`src/rtl/fetch_unit.sv`:
```
// RV64I fetch stage: owns the fetch PC, issues in-order imem requests, tags returned words
// with their PC and presents one {pc,instr} per cycle to decode; redirects flush and drop stale words.
module fetch_unit #(
  parameter logic [63:0] RESET_PC = 64'h0000_0000_8000_0000,
  parameter int unsigned DEPTH    = 4
) (
  input  logic        clk,
  input  logic        rst,
  input  logic        redirect_valid,
  input  logic [63:0] redirect_pc,
  input  logic        regD_stall,
  output logic        imem_req_valid,
  input  logic        imem_req_ready,
  output logic [63:0] imem_req_addr,
  input  logic        imem_resp_valid,
  input  logic [31:0] imem_resp_data,
  output logic        fetch_o_valid,
  output logic [63:0] fetch_o_pc,
  output logic [31:0] fetch_o_instr
);

  localparam int unsigned PW = $clog2(DEPTH);
  localparam int unsigned CW = PW + 1;
  localparam logic [CW-1:0] DEPTH_C = CW'(DEPTH);

  logic [63:0]   fetch_pc_q, fetch_pc_d;
  logic [CW-1:0] count_q, count_d;
  logic [CW-1:0] inflight_q, inflight_d;
  logic [CW-1:0] drop_cnt_q, drop_cnt_d;
  logic [PW-1:0] wr_ptr_q, wr_ptr_d, rd_ptr_q, rd_ptr_d;
  logic [PW-1:0] tag_wr_q, tag_wr_d, tag_rd_q, tag_rd_d;

  logic [63:0] fifo_pc_mem    [DEPTH];
  logic [31:0] fifo_instr_mem [DEPTH];
  logic [63:0] tag_mem        [DEPTH];

  logic          allowed, req_fire, resp_ok, push, pop;
  logic [CW:0]   credit_used;
  logic [CW-1:0] resp_dec;
  logic [1:0]    unused_redirect_lsb;

  assign unused_redirect_lsb = redirect_pc[1:0];

  // Words already pushed and words still owed (minus those to be dropped) share the FIFO credit.
  always_comb begin
    credit_used = {1'b0, inflight_q - drop_cnt_q} + {1'b0, count_q};
    allowed     = (credit_used < {1'b0, DEPTH_C}) && (inflight_q < DEPTH_C);
  end

  always_comb begin
    imem_req_valid = allowed & ~redirect_valid & ~rst;
    imem_req_addr  = fetch_pc_q;
    fetch_o_valid  = (count_q != '0) & ~rst;
    fetch_o_pc     = fetch_o_valid ? fifo_pc_mem[rd_ptr_q] : '0;
    fetch_o_instr  = fetch_o_valid ? fifo_instr_mem[rd_ptr_q] : '0;
  end

  always_comb begin
    req_fire = imem_req_valid & imem_req_ready;
    resp_ok  = imem_resp_valid & (inflight_q != '0) & ~rst;
    resp_dec = CW'(resp_ok);
    push     = resp_ok & ~redirect_valid & (drop_cnt_q == '0);
    pop      = fetch_o_valid & ~regD_stall & ~redirect_valid;

    fetch_pc_d = fetch_pc_q;
    if (redirect_valid) begin
      fetch_pc_d = {redirect_pc[63:2], 2'b00};
    end else if (req_fire) begin
      fetch_pc_d = fetch_pc_q + 64'd4;
    end

    inflight_d = inflight_q + CW'(req_fire) - resp_dec;
    tag_wr_d   = tag_wr_q + PW'(req_fire);
    // Tags pop on every counted response, dropped or not, to stay aligned with memory order.
    tag_rd_d   = tag_rd_q + PW'(resp_ok);

    drop_cnt_d = drop_cnt_q;
    if (redirect_valid) begin
      drop_cnt_d = inflight_q - resp_dec;
    end else if (resp_ok && (drop_cnt_q != '0)) begin
      drop_cnt_d = drop_cnt_q - CW'(1);
    end

    if (redirect_valid) begin
      count_d  = '0;
      wr_ptr_d = '0;
      rd_ptr_d = '0;
    end else begin
      count_d  = count_q + CW'(push) - CW'(pop);
      wr_ptr_d = wr_ptr_q + PW'(push);
      rd_ptr_d = rd_ptr_q + PW'(pop);
    end
  end

  always_ff @(posedge clk) begin
    if (rst) begin
      fetch_pc_q <= RESET_PC;
      count_q    <= '0;
      inflight_q <= '0;
      drop_cnt_q <= '0;
      wr_ptr_q   <= '0;
      rd_ptr_q   <= '0;
      tag_wr_q   <= '0;
      tag_rd_q   <= '0;
    end else begin
      fetch_pc_q <= fetch_pc_d;
      count_q    <= count_d;
      inflight_q <= inflight_d;
      drop_cnt_q <= drop_cnt_d;
      wr_ptr_q   <= wr_ptr_d;
      rd_ptr_q   <= rd_ptr_d;
      tag_wr_q   <= tag_wr_d;
      tag_rd_q   <= tag_rd_d;
    end
  end

  always_ff @(posedge clk) begin
    if (req_fire) begin
      tag_mem[tag_wr_q] <= fetch_pc_q;
    end
    if (push) begin
      fifo_pc_mem[wr_ptr_q]    <= tag_mem[tag_rd_q];
      fifo_instr_mem[wr_ptr_q] <= imem_resp_data;
    end
  end

  // A response with nothing outstanding means the memory side broke request ordering.
  resp_needs_inflight: assert property (@(posedge clk) disable iff (rst)
    imem_resp_valid |-> (inflight_q != '0));

endmodule

```
`config.mk`:
```
export PLATFORM = sky130hd
export DESIGN_NAME = fetch_unit
export DESIGN_NICKNAME = d
export VERILOG_FILES = /design/src/rtl/fetch_unit.sv
export SDC_FILE = /design/constraint.sdc
export NUM_CORES = 1
export LEC_CHECK = 0
export ABC_AREA = 1
export CORE_MARGIN = 1
export CORE_UTILIZATION = 52
export CTS_CLUSTER_SIZE = 28
export DETAILED_ROUTE_END_ITERATION = 16
export HOLD_SLACK_MARGIN = 0.03
export MAX_ROUTING_LAYER = met4
export PLACE_DENSITY = 0.82
export SLEW_MARGIN = 20
export SYNTH_ARGS = -nofsm -noshare
export SYNTH_HDL_FRONTEND = slang
export SYNTH_SLANG_ARGS = --single-unit
```
`constraint.sdc`:
```
create_clock -name clk -period 16.8 [get_ports clk]
set_clock_uncertainty 0.1 [all_clocks]
set_input_delay 3.36 -clock clk [delete_from_list [all_inputs] [get_ports clk]]
set_output_delay 3.36 -clock clk [all_outputs]
set_load 0.05 [all_outputs]
```
== Yosys cells after proc, flatten, opt, wreduce, memory -nomap -nowiden ==
Memory sizes are Yosys's and may differ from the RTL's. A register that Yosys moved wholly into a read port is not among the register bits.
Index checks and enable logic that the tools add are counted.
W data, S select, Z words.

* Bits in registers: 81
* Memory bits (writable): 640
* Input port bits: 102
* Output and inout bits: 162
* Logic and storage cells: 62
* Memories kept: 3

{| class="wikitable"
|+ Memories
! memory !! depth !! bits a word !! read ports !! clocked after Yosys merged registers in !! write ports !! line !! RTL
|-
| fifo_pc_mem || 4 || 64 || 1 || 1 || 1 || 33 || <nowiki>logic [63:0] fifo_pc_mem [DEPTH];</nowiki>
|-
| tag_mem || 4 || 64 || 1 || 1 || 1 || 35 || <nowiki>logic [63:0] tag_mem [DEPTH];</nowiki>
|-
| fifo_instr_mem || 4 || 32 || 1 || 1 || 1 || 34 || <nowiki>logic [31:0] fifo_instr_mem [DEPTH];</nowiki>
|}

* Add/subtract/negate cells: 13
* $lt $le $gt $ge: 2
* Multiplexer cells: 13
* Bitwise operators: 13
* Reductions and logical operators: 9

{| class="wikitable"
|+ Operator list
! kind !! count
|-
| $mux W64 || 3
|-
| $add A64 B3 Y64 const B || 1
|-
| $mux W32 || 1
|-
| $and A1 B1 Y1 || 10
|-
| $reduce_bool A3 Y1 || 3
|-
| $sub A3 B1 Y3 || 3
|-
| $add A2 B1 Y2 || 4
|-
| $add A3 B1 Y3 || 2
|-
| $mux W2 || 3
|-
| $mux W3 || 2
|-
| $add A3 B3 Y4 || 1
|-
| $lt A4 B3 Y1 const B || 1
|-
| $mux W1 || 4
|-
| $reduce_bool A2 Y1 || 2
|-
| $logic_not A3 Y1 || 1
|-
| $lt A3 B3 Y1 const B || 1
|-
| $not A1 Y1 || 3
|-
| $sub A3 B1 Y3 const B || 1
|-
| $sub A3 B3 Y3 || 1
|-
| $logic_and A1 B1 Y1 || 2
|-
| $reduce_or A2 Y1 || 1
|}

== Logic depth before layout (Yosys ltp) ==
Gate-level depths: netlist of run 1.

* Depth after elaboration: 9
* Mapped depth: 18
* Mapped depth without buffers: 17

== Worst setup path after synthesis of run 1 ==
OpenSTA, ideal clock, no wires.

* Path kind: in2reg
* Start: input port rst
* End: memory fifo_instr_mem[0][0], enable pin
* Setup time: 0.663 ns
* Arrival: 10.503 ns
* Data required time: 16.037 ns
* Setup slack: 5.534 ns
* Cell stages on the path: 5
* Buffers on the path: 0
* Path through: clkinv_1 > nand2_1 > a21oi_1 > nand4_1 > nor3_1

* Longest elaborated chain between the ends: 6

{| class="wikitable"
|+ Ends and longest elaborated chain
! element !! line !! RTL
|-
| start: declaration || 8 || <nowiki>input logic rst,</nowiki>
|-
| $not A1 Y1 || 60 || <nowiki>resp_ok = imem_resp_valid & (inflight_q != '0) & ~rst;</nowiki>
|-
| $and A1 B1 Y1 || 60 ||
|-
| $and A1 B1 Y1 (2 in a row) || 62 || <nowiki>push = resp_ok & ~redirect_valid & (drop_cnt_q == '0);</nowiki>
|-
| $mux W1 || 121 || <nowiki>if (push) begin</nowiki>
|-
| $mux W1 (implied by the code) || 123 || <nowiki>fifo_instr_mem[wr_ptr_q] <= imem_resp_data;</nowiki>
|-
| end: declaration || 34 ||
|}

No other way between the ends.

== Worst setup path after layout of run 1 ==
* Start: input port rst
* End: output port fetch_o_pc[38]

* Longest elaborated chain between the ends: 3

{| class="wikitable"
|+ Ends and longest elaborated chain
! element !! line !! RTL
|-
| $not A1 Y1 || 53 || <nowiki>fetch_o_valid = (count_q != '0) & ~rst;</nowiki>
|-
| $and A1 B1 Y1 || 53 ||
|-
| $mux W64 || 54 || <nowiki>fetch_o_pc = fetch_o_valid ? fifo_pc_mem[rd_ptr_q] : '0;</nowiki>
|-
| end: declaration || 18 || <nowiki>output logic [63:0] fetch_o_pc,</nowiki>
|}

No other way between the ends.

==> results of run 1 <==
## kinds of logic after synthesis
group,count (synthesis),share of synthesized area
adder cells (fa/ha/maj),19,0.00895
AND/OR/NAND/NOR,1025,0.140
XOR/XNOR,48,0.0145
flip-flops,703,0.698
other,1,0.000129
buffers and inverters,242,0.0335
AO/OA/AOI/OAI,583,0.105
## where the power goes
part | switching (mW) | internal [mW]
Sequential | 0.0531 | 2.01
Combinational | 0.291 | 0.119
Clock | 0.643 | 0.854
Total | 0.987 | 2.98
## metal layers
| layer | global-route usage | wire (µm) | up-vias | part of all wire |
|---|---|---|---|---|
| met3 | 0.0382 | 5660 | 129 | 0.077 |
| met1 | 0.344 | 30300 | 9983 | 0.41 |
| met2 | 0.432 | 35700 | 917 | 0.48 |
| li1 | - | - | 9543 | - |
| met5 | - | 0 | - | 0 |
| met4 | 0.0956 | 2000 | 0 | 0.027 |
## tightest hold or removal path: stages, from the launching register on
cell	delay [ns]
dfxtp_1	0.32
o21ai_0	0.08
a21oi_1	0.12
## worst paths after layout
path	cells after the start	start	to	slack [ns]
worst max register to register	6	inflight_q[1]	fifo_instr_mem[0][5]	12.79
worst min register to register	2	drop_cnt_q[1]	drop_cnt_q[1]	0.46
worst min-delay path	2	drop_cnt_q[1]	drop_cnt_q[1]	0.46
worst max-delay path	8	rst	fetch_o_pc[38]	6.31
## registers in the layout, summed over array words and instances (netlist names)
| register | cells |
|---|---|
| tag_wr_q | 2 |
| rd_ptr_q | 2 |
| imem_req_addr | 62 |
| drop_cnt_q | 3 |
| tag_rd_q | 2 |
| fifo_instr_mem | 128 |
| wr_ptr_q | 2 |
| count_q | 3 |
| inflight_q | 3 |
| tag_mem | 248 |
| fifo_pc_mem | 248 |
## synthesized netlist by cell type (all sizes together), types with 3 or more instances
cell    count
nand4       8
fa          3
xor2       22
xnor2      26
ha         16
buf        53
a21oi     139
o22ai      62
clkbuf     90
nor3       19
o21ai     358
a21o        3
nand3      33
dfxtp      79
a31oi      16
inv        97
nand2     305
nor2      657
edfxtp    624
## cells in the final DEF, fill, tap and decap left out, drive strengths merged, types with 19 or more instances in the layout
cell type | netlist | final
clkbuf | 90 | 94
buf | 53 | 27
nor2 | 657 | 657
nand2 | 305 | 305
nand3 | 33 | 33
o21ai | 358 | 358
xnor2 | 26 | 26
clkinv | 2 | 25
clkdlybuf4s50 | 0 | 255
nor3 | 19 | 19
o22ai | 62 | 62
xor2 | 22 | 22
dfxtp | 79 | 79
inv | 97 | 102
a21oi | 139 | 139
edfxtp | 624 | 624
## layout make-up
type | count | share of cell area
repair buffers | 282 | 0.0799
clock buffers | 94 | 0.0556
clock inverters | 36 | 0.00824
well taps | 748 | 0.0272
multi-input cells | 1679 | 0.228
inverters | 99 | 0.0109
flip-flops and latches | 703 | 0.590
## stage by stage
stage,cell area [µm²],instances
2_1_floorplan,29100,2624
3_3_place_gp,32200,3511
3_5_place_dp,32200,3511
4_1_cts,34400,3641
5_1_grt,34500,3641
6_report,34500,3641
==> reports/metrics.cfg, run 1 <==
[die]
die_w_um=239
io_pins=264
die_area_um2=56900
initial_core_util=0.527
core_um2=55200
std_cell_rows=86
die_h_um=239

[yosys]
synth_seq_cells=703
yosysTopAreaCell=edfxtp_1
ys.flop_type=edfxtp_1
yosysUniqueCellTypes=40
syn_avg_cell_area_um2=11.1
ys_warn_count=0
syn_inst=2621
synth_top_cell_area_share=0.644
ys_seq_area_frac=0.698
synthArstFlopShare=0
netlist_area_um2=29100
synth_edf_count=624
synthTopCellsByArea=edfxtp_1, nor2_1, o21ai_0

[sta]
worst_pin_slew_ns=1.12
period_needed_ns=10.49
min_period_over_period=0.624
final-hold-violation-count=0
finalSetupTns_ns=0
setup_ws_ns=6.31
grt_setup_unrepaired=no
whs_ns=0.456
fmaxAchievable_mhz=95.3
setup_viol=0
slew_headroom=0.256
drv_slew=0

[clocking]
cts_hold_buf=0
cts_buffers=71
cts_setup_buffers=0
cts_max_path_buffers=3
root_buffer=clkbuf_16
htree_levels=3
clock_latency_ns=0.62
clkSinkCount=703
tritoncts=yes
clk_pin_slew_ns=0.05
cts.repair.resized=0

[setup_path]
cp_num_buf_inv=6
slowest_delay_ns=0.77
crit_fanout=69
cp-end-kind=output port
cp-start-kind=primary input
critPathArrivalTime_ns=7.03
crit_chain=buf_2 > buf_4 > clkinv_1 > o31ai_4 > buf_4 > buf_4 > a21oi_1 > clkdlybuf4s50_1
crit_required_ns=13.34
crit_family=buffers and inverters
cp_common_cell=buf_4
path_class=in2out
worst_path_max_delay_cell=clkdlybuf4s50_1

[global_route]
grt_pass1_wl_mm=112
grt_max_degree=138
grtUsageTotal=0.266
grt_overflow=0
grt_pass1_vias=20100
antenna_found_initial=1

[placement]
portBuffers=257
dp.final_hpwl_mm=44.7
place.gp.congestion=0.926
preCtsSetupSlack_ns=6.30

[layout]
diodes=0
multi_input_area_um2=7860
drive_above_1_share=0.0615
nets=2957
area_delta_synth_final_pct=18.4
ff_latch_area_um2=20300
final_util=0.624
fillers=4163

[power]
power_density_nw_per_um2=115
power.leakage_nw=11.6
total_power_mw=3.97
ir_worst_vdd_mv=0.0780

[drt]
detail-route-antenna-nets=0
drc=0
drt_wl_total_mm=73.7
vias=20600
wire_per_inst_um=20.3
drtPass1Iterations=5
drtIter0Drc=1962
viasPerCell=5.65

[hold_path]
min_path_type=reg2reg

[status]
status=complete, no violations

[run]
drv_cap=0

Power figures use the tool's default switching activity.
==> inputs of run 2 (changes only) <==
- PLACE_DENSITY: 0.82 -> 0.85
- clock period: 16.8 -> 9.1 ns (I/O delays scaled with it)
==> run 2 against run 1 <==
Hold slack improved by 0.020 ns; power rose by 87%; sequential power up 85%; non-clock buffer count fell by 5; first-iteration DRC count down 2.2%; setup slack worse by 4.0 ns; critical endpoint is now fetch_o_pc[37]; largest power group unchanged.
==> reports/metrics.cfg, run 2 (same netlist as run 1, synthesis figures left out) <==
[die]
die_h_um=239  ; unchanged
die_area_um2=56900  ; unchanged
initial_core_util=0.527  ; unchanged
die_w_um=239  ; unchanged
std_cell_rows=86  ; unchanged
core_um2=55200  ; unchanged
io_pins=264  ; unchanged

[status]
status=complete, no violations

[layout]
ff_latch_area_um2=20300  ; unchanged
multi_input_area_um2=7860  ; unchanged
mostFrequentLayoutCell=nor2_1
drive_above_1_share=0.0576  ; -0.00395
area_delta_synth_final_pct=18.6
fillers=4065  ; -2.4%
reg_top3=fifo_pc_mem (248), tag_mem (248), fifo_instr_mem (128)
layout_common_cells=nor2_1, edfxtp_1, o21ai_0, nand2_1, clkdlybuf4s50_1
diodes=0  ; unchanged
nets=2951  ; -0.20%
design_area_um2=34500  ; +0.17%

[clocking]
root_buffer=clkbuf_16
cts.repair.resized=0  ; unchanged
clkSinkCount=703  ; unchanged
cts_hold_buf=0  ; unchanged
htree_levels=3  ; unchanged
clk_pin_slew_ns=0.06  ; about the same
tritoncts=yes
cts_setup_buffers=0  ; unchanged
clock_latency_ns=0.59  ; -0.03 ns
cts_max_path_buffers=3  ; unchanged
cts_buffers=70  ; -1.4%

[global_route]
grt_max_degree=133  ; -3.6%
grt_pass1_wl_mm=112  ; +0.30%
grt_overflow=0  ; unchanged
grt_pass1_vias=20000  ; -0.43%
antenna_found_initial=0  ; -1
grtUsageTotal=0.266  ; -0.000378

[drt]
drc=0  ; unchanged
drt_wl_total_mm=74.3  ; +0.71%
drtIter0Drc=1919  ; -2.2%
wl_met2_mm=35.9  ; +0.36%
vias=20600  ; +0.039%
drtPass1Iterations=5  ; unchanged
viasPerCell=5.67  ; +0.31%
routed.top_layer=met4
wire_per_inst_um=20.5  ; +0.99%
detail-route-antenna-nets=0  ; unchanged
wl_met1_mm=30.4  ; +0.14%
wl_met3_mm=6.05  ; +6.8%

[power]
ir_worst_vdd_mv=0.125  ; +60%
power_density_nw_per_um2=215  ; +86%
total_power_mw=7.41  ; +87%
power.leakage_nw=11.6  ; about the same

[setup_path]
rr_worst_depth=6  ; unchanged
crit_fanout=96  ; +39%
crit_required_ns=7.18  ; -6.16 ns
cp-end-kind=output port
path_class=in2out
cp-start-kind=primary input
critPathArrivalTime_ns=4.83  ; -2.20 ns

[sta]
worst_pin_slew_ns=1.07  ; -0.0411 ns
finalSetupTns_ns=0  ; unchanged
slew_headroom=0.284  ; +0.0274
fmaxAchievable_mhz=148
min_period_over_period=0.742
setup_viol=0  ; unchanged
period_needed_ns=6.75
grt_setup_unrepaired=no
final-hold-violation-count=0  ; unchanged
drv_slew=0  ; unchanged

[placement]
portBuffers=257  ; unchanged
placed_area_um2=32300  ; about the same
dp.final_hpwl_mm=44.6  ; -0.34%
place.gp.congestion=0.988  ; +6.7%

[run]
drv_cap=0  ; unchanged

[hold_path]
min_path_type=reg2reg
hold_path_depth=2  ; unchanged

## run 2: changes by cell type in the layout (fill, tap and decap cells not counted), moves of 2 or more
cell / before / now
buf_12: 0 / 4
clkinv_2: 14 / 10
clkinv_1: 8 / 13
bufinv_16: 3 / 7
clkbuf_1: 20 / 17
buf_4: 24 / 15
inv_6: 5 / 2
clkinv_4: 3 / 1
## run 2: routing by layer
layer  GRT usage  vias to the layer above
met1       0.351                     9868
met2       0.428                     1060
met3      0.0328                      128
met4      0.0925                        0
met5           -                        -
li1            -                     9524
## run 2: where the power goes
| part | leakage (nW) | total [mW] | switching [mW] | internal (mW) |
|---|---|---|---|---|
| clock network | 1.09 | 2.84 | 1.17 | 1.67 |
| logic | 4.18 | 0.746 | 0.526 | 0.220 |
| registers | 6.31 | 3.82 | 0.111 | 3.71 |
## run 2: cell type report
class,count,area share
inverter,99,0.0109
multi-input combinational,1679,0.228
tap,748,0.0271
clock inverter,35,0.0103
clock buffer,90,0.0548
timing repair buffer,277,0.0802
sequential,703,0.589
## run 2: worst max-delay path, cell delays in order
cell and delay, ns:
buf_2 0.07, buf_4 0.54, clkinv_1 0.66, o31ai_4 0.22
buf_12 0.35, a21oi_1 0.21, clkdlybuf4s50_1 0.75
## run 2: metrics by stage
| stage | setup WS, ns | utilization | instances | hold WS [ns] |
|---|---|---|---|---|
| after floorplan | -0.626 | - | 2624 | 0.403 |
| after global placement | 2.44 | 0.584 | 3506 | 0.416 |
| after detailed placement | 2.41 | 0.584 | 3506 | 0.432 |
| after CTS | 2.42 | 0.625 | 3631 | 0.461 |
| after global routing | 2.23 | 0.625 | 3631 | 0.497 |
| final | 2.35 | 0.625 | 3631 | 0.476 |
## run 2: worst paths after layout
path	start	endpoint	slack, ns
max	rst	fetch_o_pc[37]	2.35
min	drop_cnt_q[1]	drop_cnt_q[1]	0.48
max reg2reg	inflight_q[1]	fifo_pc_mem[2][2]	5.36
min reg2reg	drop_cnt_q[1]	drop_cnt_q[1]	0.48
==> inputs of run 3 (changes only) <==
- clock period: 9.1 -> 5.4 ns (I/O delays scaled with it)
==> run 3 against run 2 <==
Non-clock buffer count grew 7; first-iteration DRC count grew 6.4%; clock power grew 79%; sequential share of layout area shrank 0.23 points; combinational power grew 72%; register-to-register slack lost 3.6 ns; count of clock-buffer cells in the layout shrank 1; largest cell class unchanged; largest power group unchanged; highest routed layer unchanged.
==> reports/metrics.cfg, run 3 (same netlist as run 1, synthesis figures left out) <==
[setup_path]
cp-end-kind=output port
path_class=reg2out
crit_required_ns=4.22  ; -2.96 ns
critPathArrivalTime_ns=3.33  ; -1.50 ns
cp-start-kind=flop
crit_fanout=142  ; +48%

[clocking]
clk_pin_slew_ns=0.06  ; about the same
cts.repair.resized=0  ; unchanged
clkSinkCount=703  ; unchanged
clock_latency_ns=0.61  ; +0.02 ns
cts_hold_buf=0  ; unchanged
cts_buffers=72  ; +2.9%
htree_levels=3  ; unchanged
root_buffer=clkbuf_16
cts_setup_buffers=0  ; unchanged
cts_max_path_buffers=3  ; unchanged
tritoncts=yes

[sta]
fmaxAchievable_mhz=222
finalSetupTns_ns=0  ; unchanged
period_needed_ns=4.51
setup_viol=0  ; unchanged
drv_slew=0  ; unchanged
worst_pin_slew_ns=1.12  ; +0.0452 ns
final-hold-violation-count=0  ; unchanged
slew_headroom=0.254  ; -0.0301
setup_ws_ns=0.893  ; -1.45 ns
grt_setup_unrepaired=no
min_period_over_period=0.835

[drt]
viasPerCell=5.67  ; about the same
wl_met3_mm=5.92  ; -2.2%
drt_wl_total_mm=74.3  ; about the same
wl_met2_mm=35.9  ; +0.15%
drc=0  ; unchanged
wire_per_inst_um=20.4  ; -0.30%
wl_met1_mm=30.5  ; +0.28%
routed.top_layer=met4
drtIter0Drc=2041  ; +6.4%
drtPass1Iterations=5  ; unchanged
vias=20700  ; +0.37%
detail-route-antenna-nets=0  ; unchanged

[layout]
area_delta_synth_final_pct=19.1
final_cells=3644  ; +0.36%
reg_top3=fifo_pc_mem (248), tag_mem (248), fifo_instr_mem (128)
drive_above_1_share=0.0887  ; +0.0312
layout_common_cells=nor2_1, edfxtp_1, o21ai_0, nand2_1, clkdlybuf4s50_1
nets=2960  ; +0.30%
mostFrequentLayoutCell=nor2_1
final_util=0.628  ; +0.00245
diodes=0  ; unchanged
fillers=4082  ; +0.42%

[global_route]
antenna_found_initial=0  ; unchanged
grt_max_degree=143  ; +7.5%
grt_pass1_vias=20100  ; +0.47%
grtUsageTotal=0.267  ; +0.000729
grt_overflow=0  ; unchanged
grt_pass1_wl_mm=112  ; +0.16%

[die]
initial_core_util=0.527  ; unchanged
die_h_um=239  ; unchanged
std_cell_rows=86  ; unchanged
die_area_um2=56900  ; unchanged
core_um2=55200  ; unchanged
die_w_um=239  ; unchanged
io_pins=264  ; unchanged

[power]
power.leakage_nw=11.9  ; +2.4%
total_power_mw=12.8  ; +73%
ir_worst_vdd_mv=0.248  ; +99%
power_density_nw_per_um2=369  ; +72%

[placement]
portBuffers=257  ; unchanged
place_inst=3513  ; +0.20%
place.gp.congestion=0.967  ; -2.1%
dp.final_hpwl_mm=45.1  ; +1.1%
preCtsSetupSlack_ns=1.02  ; -1.39 ns

[status]
status=complete, no violations

[hold_path]
min_path_type=reg2reg

[run]
drv_cap=0  ; unchanged

[run 3: cell count changes in the layout (fill, tap and decap cells not counted), moves of 2 or more]
cell             previous run  this run
buf_12                      4         7
buf_4                      15        90
bufinv_16                   7         9
clkbuf_1                   17        11
clkbuf_16                  73        77
clkdlybuf4s50_1           255       185
clkinv_1                   13        11
clkinv_2                   10        12
clkinv_4                    1         4
clkinvlp_4                  3         6
nor3_2                      9         5
nor3_4                      0         4
[run 3: cell type report]
class | count | area (µm²) | area share
inverter | 99 | 377 | 0.0109
clock inverter | 42 | 460 | 0.0133
multi-input combinational | 1679 | 7880 | 0.228
sequential | 703 | 20300 | 0.587
timing repair buffer | 284 | 2680 | 0.0773
clock buffer | 89 | 1980 | 0.0572
tap | 748 | 936 | 0.0270
[run 3: per-layer routing]
metal | track usage | vias to the layer above
li1 | - | 9540
met1 | 0.346 | 9990
met2 | 0.432 | 1002
met3 | 0.0388 | 125
met4 | 0.0921 | 0
met5 | - | -
[run 3: worst paths after layout]
| path | from | end | slack, ns | cells after the start |
|---|---|---|---|---|
| worst max-delay path | rd_ptr_q[0] | fetch_o_instr[27] | 0.89 | 6 |
| worst min-delay path | drop_cnt_q[1] | drop_cnt_q[1] | 0.45 | 2 |
| worst max register to register | inflight_q[0] | tag_wr_q[1] | 1.76 | 15 |
| worst min register to register | drop_cnt_q[1] | drop_cnt_q[1] | 0.45 | 2 |
[run 3: power by group]
part	switching, mW	total (mW)	internal (mW)
registers	0.176	6.43	6.25
clock network	2.03	5.08	3.05
logic	0.904	1.28	0.375
total	3.11	12.8	9.67
[run 3: stage by stage]
stage | instance area, µm² | hold slack (ns)
global route | 34600 | 0.492
detailed placement | 32200 | 0.426
finish | 34600 | 0.446
CTS | 34600 | 0.444
global placement | 32200 | 0.428
floorplan | 29100 | 0.403
[run 3: critical path, cell delays in order (launching register included)]
cell and delay [ns]:
dfxtp_4 0.71, buf_12 0.53, nor2_1 0.12, nor2_1 0.12
o21ai_0 0.12, a21oi_1 0.17, clkdlybuf4s50_1 0.82
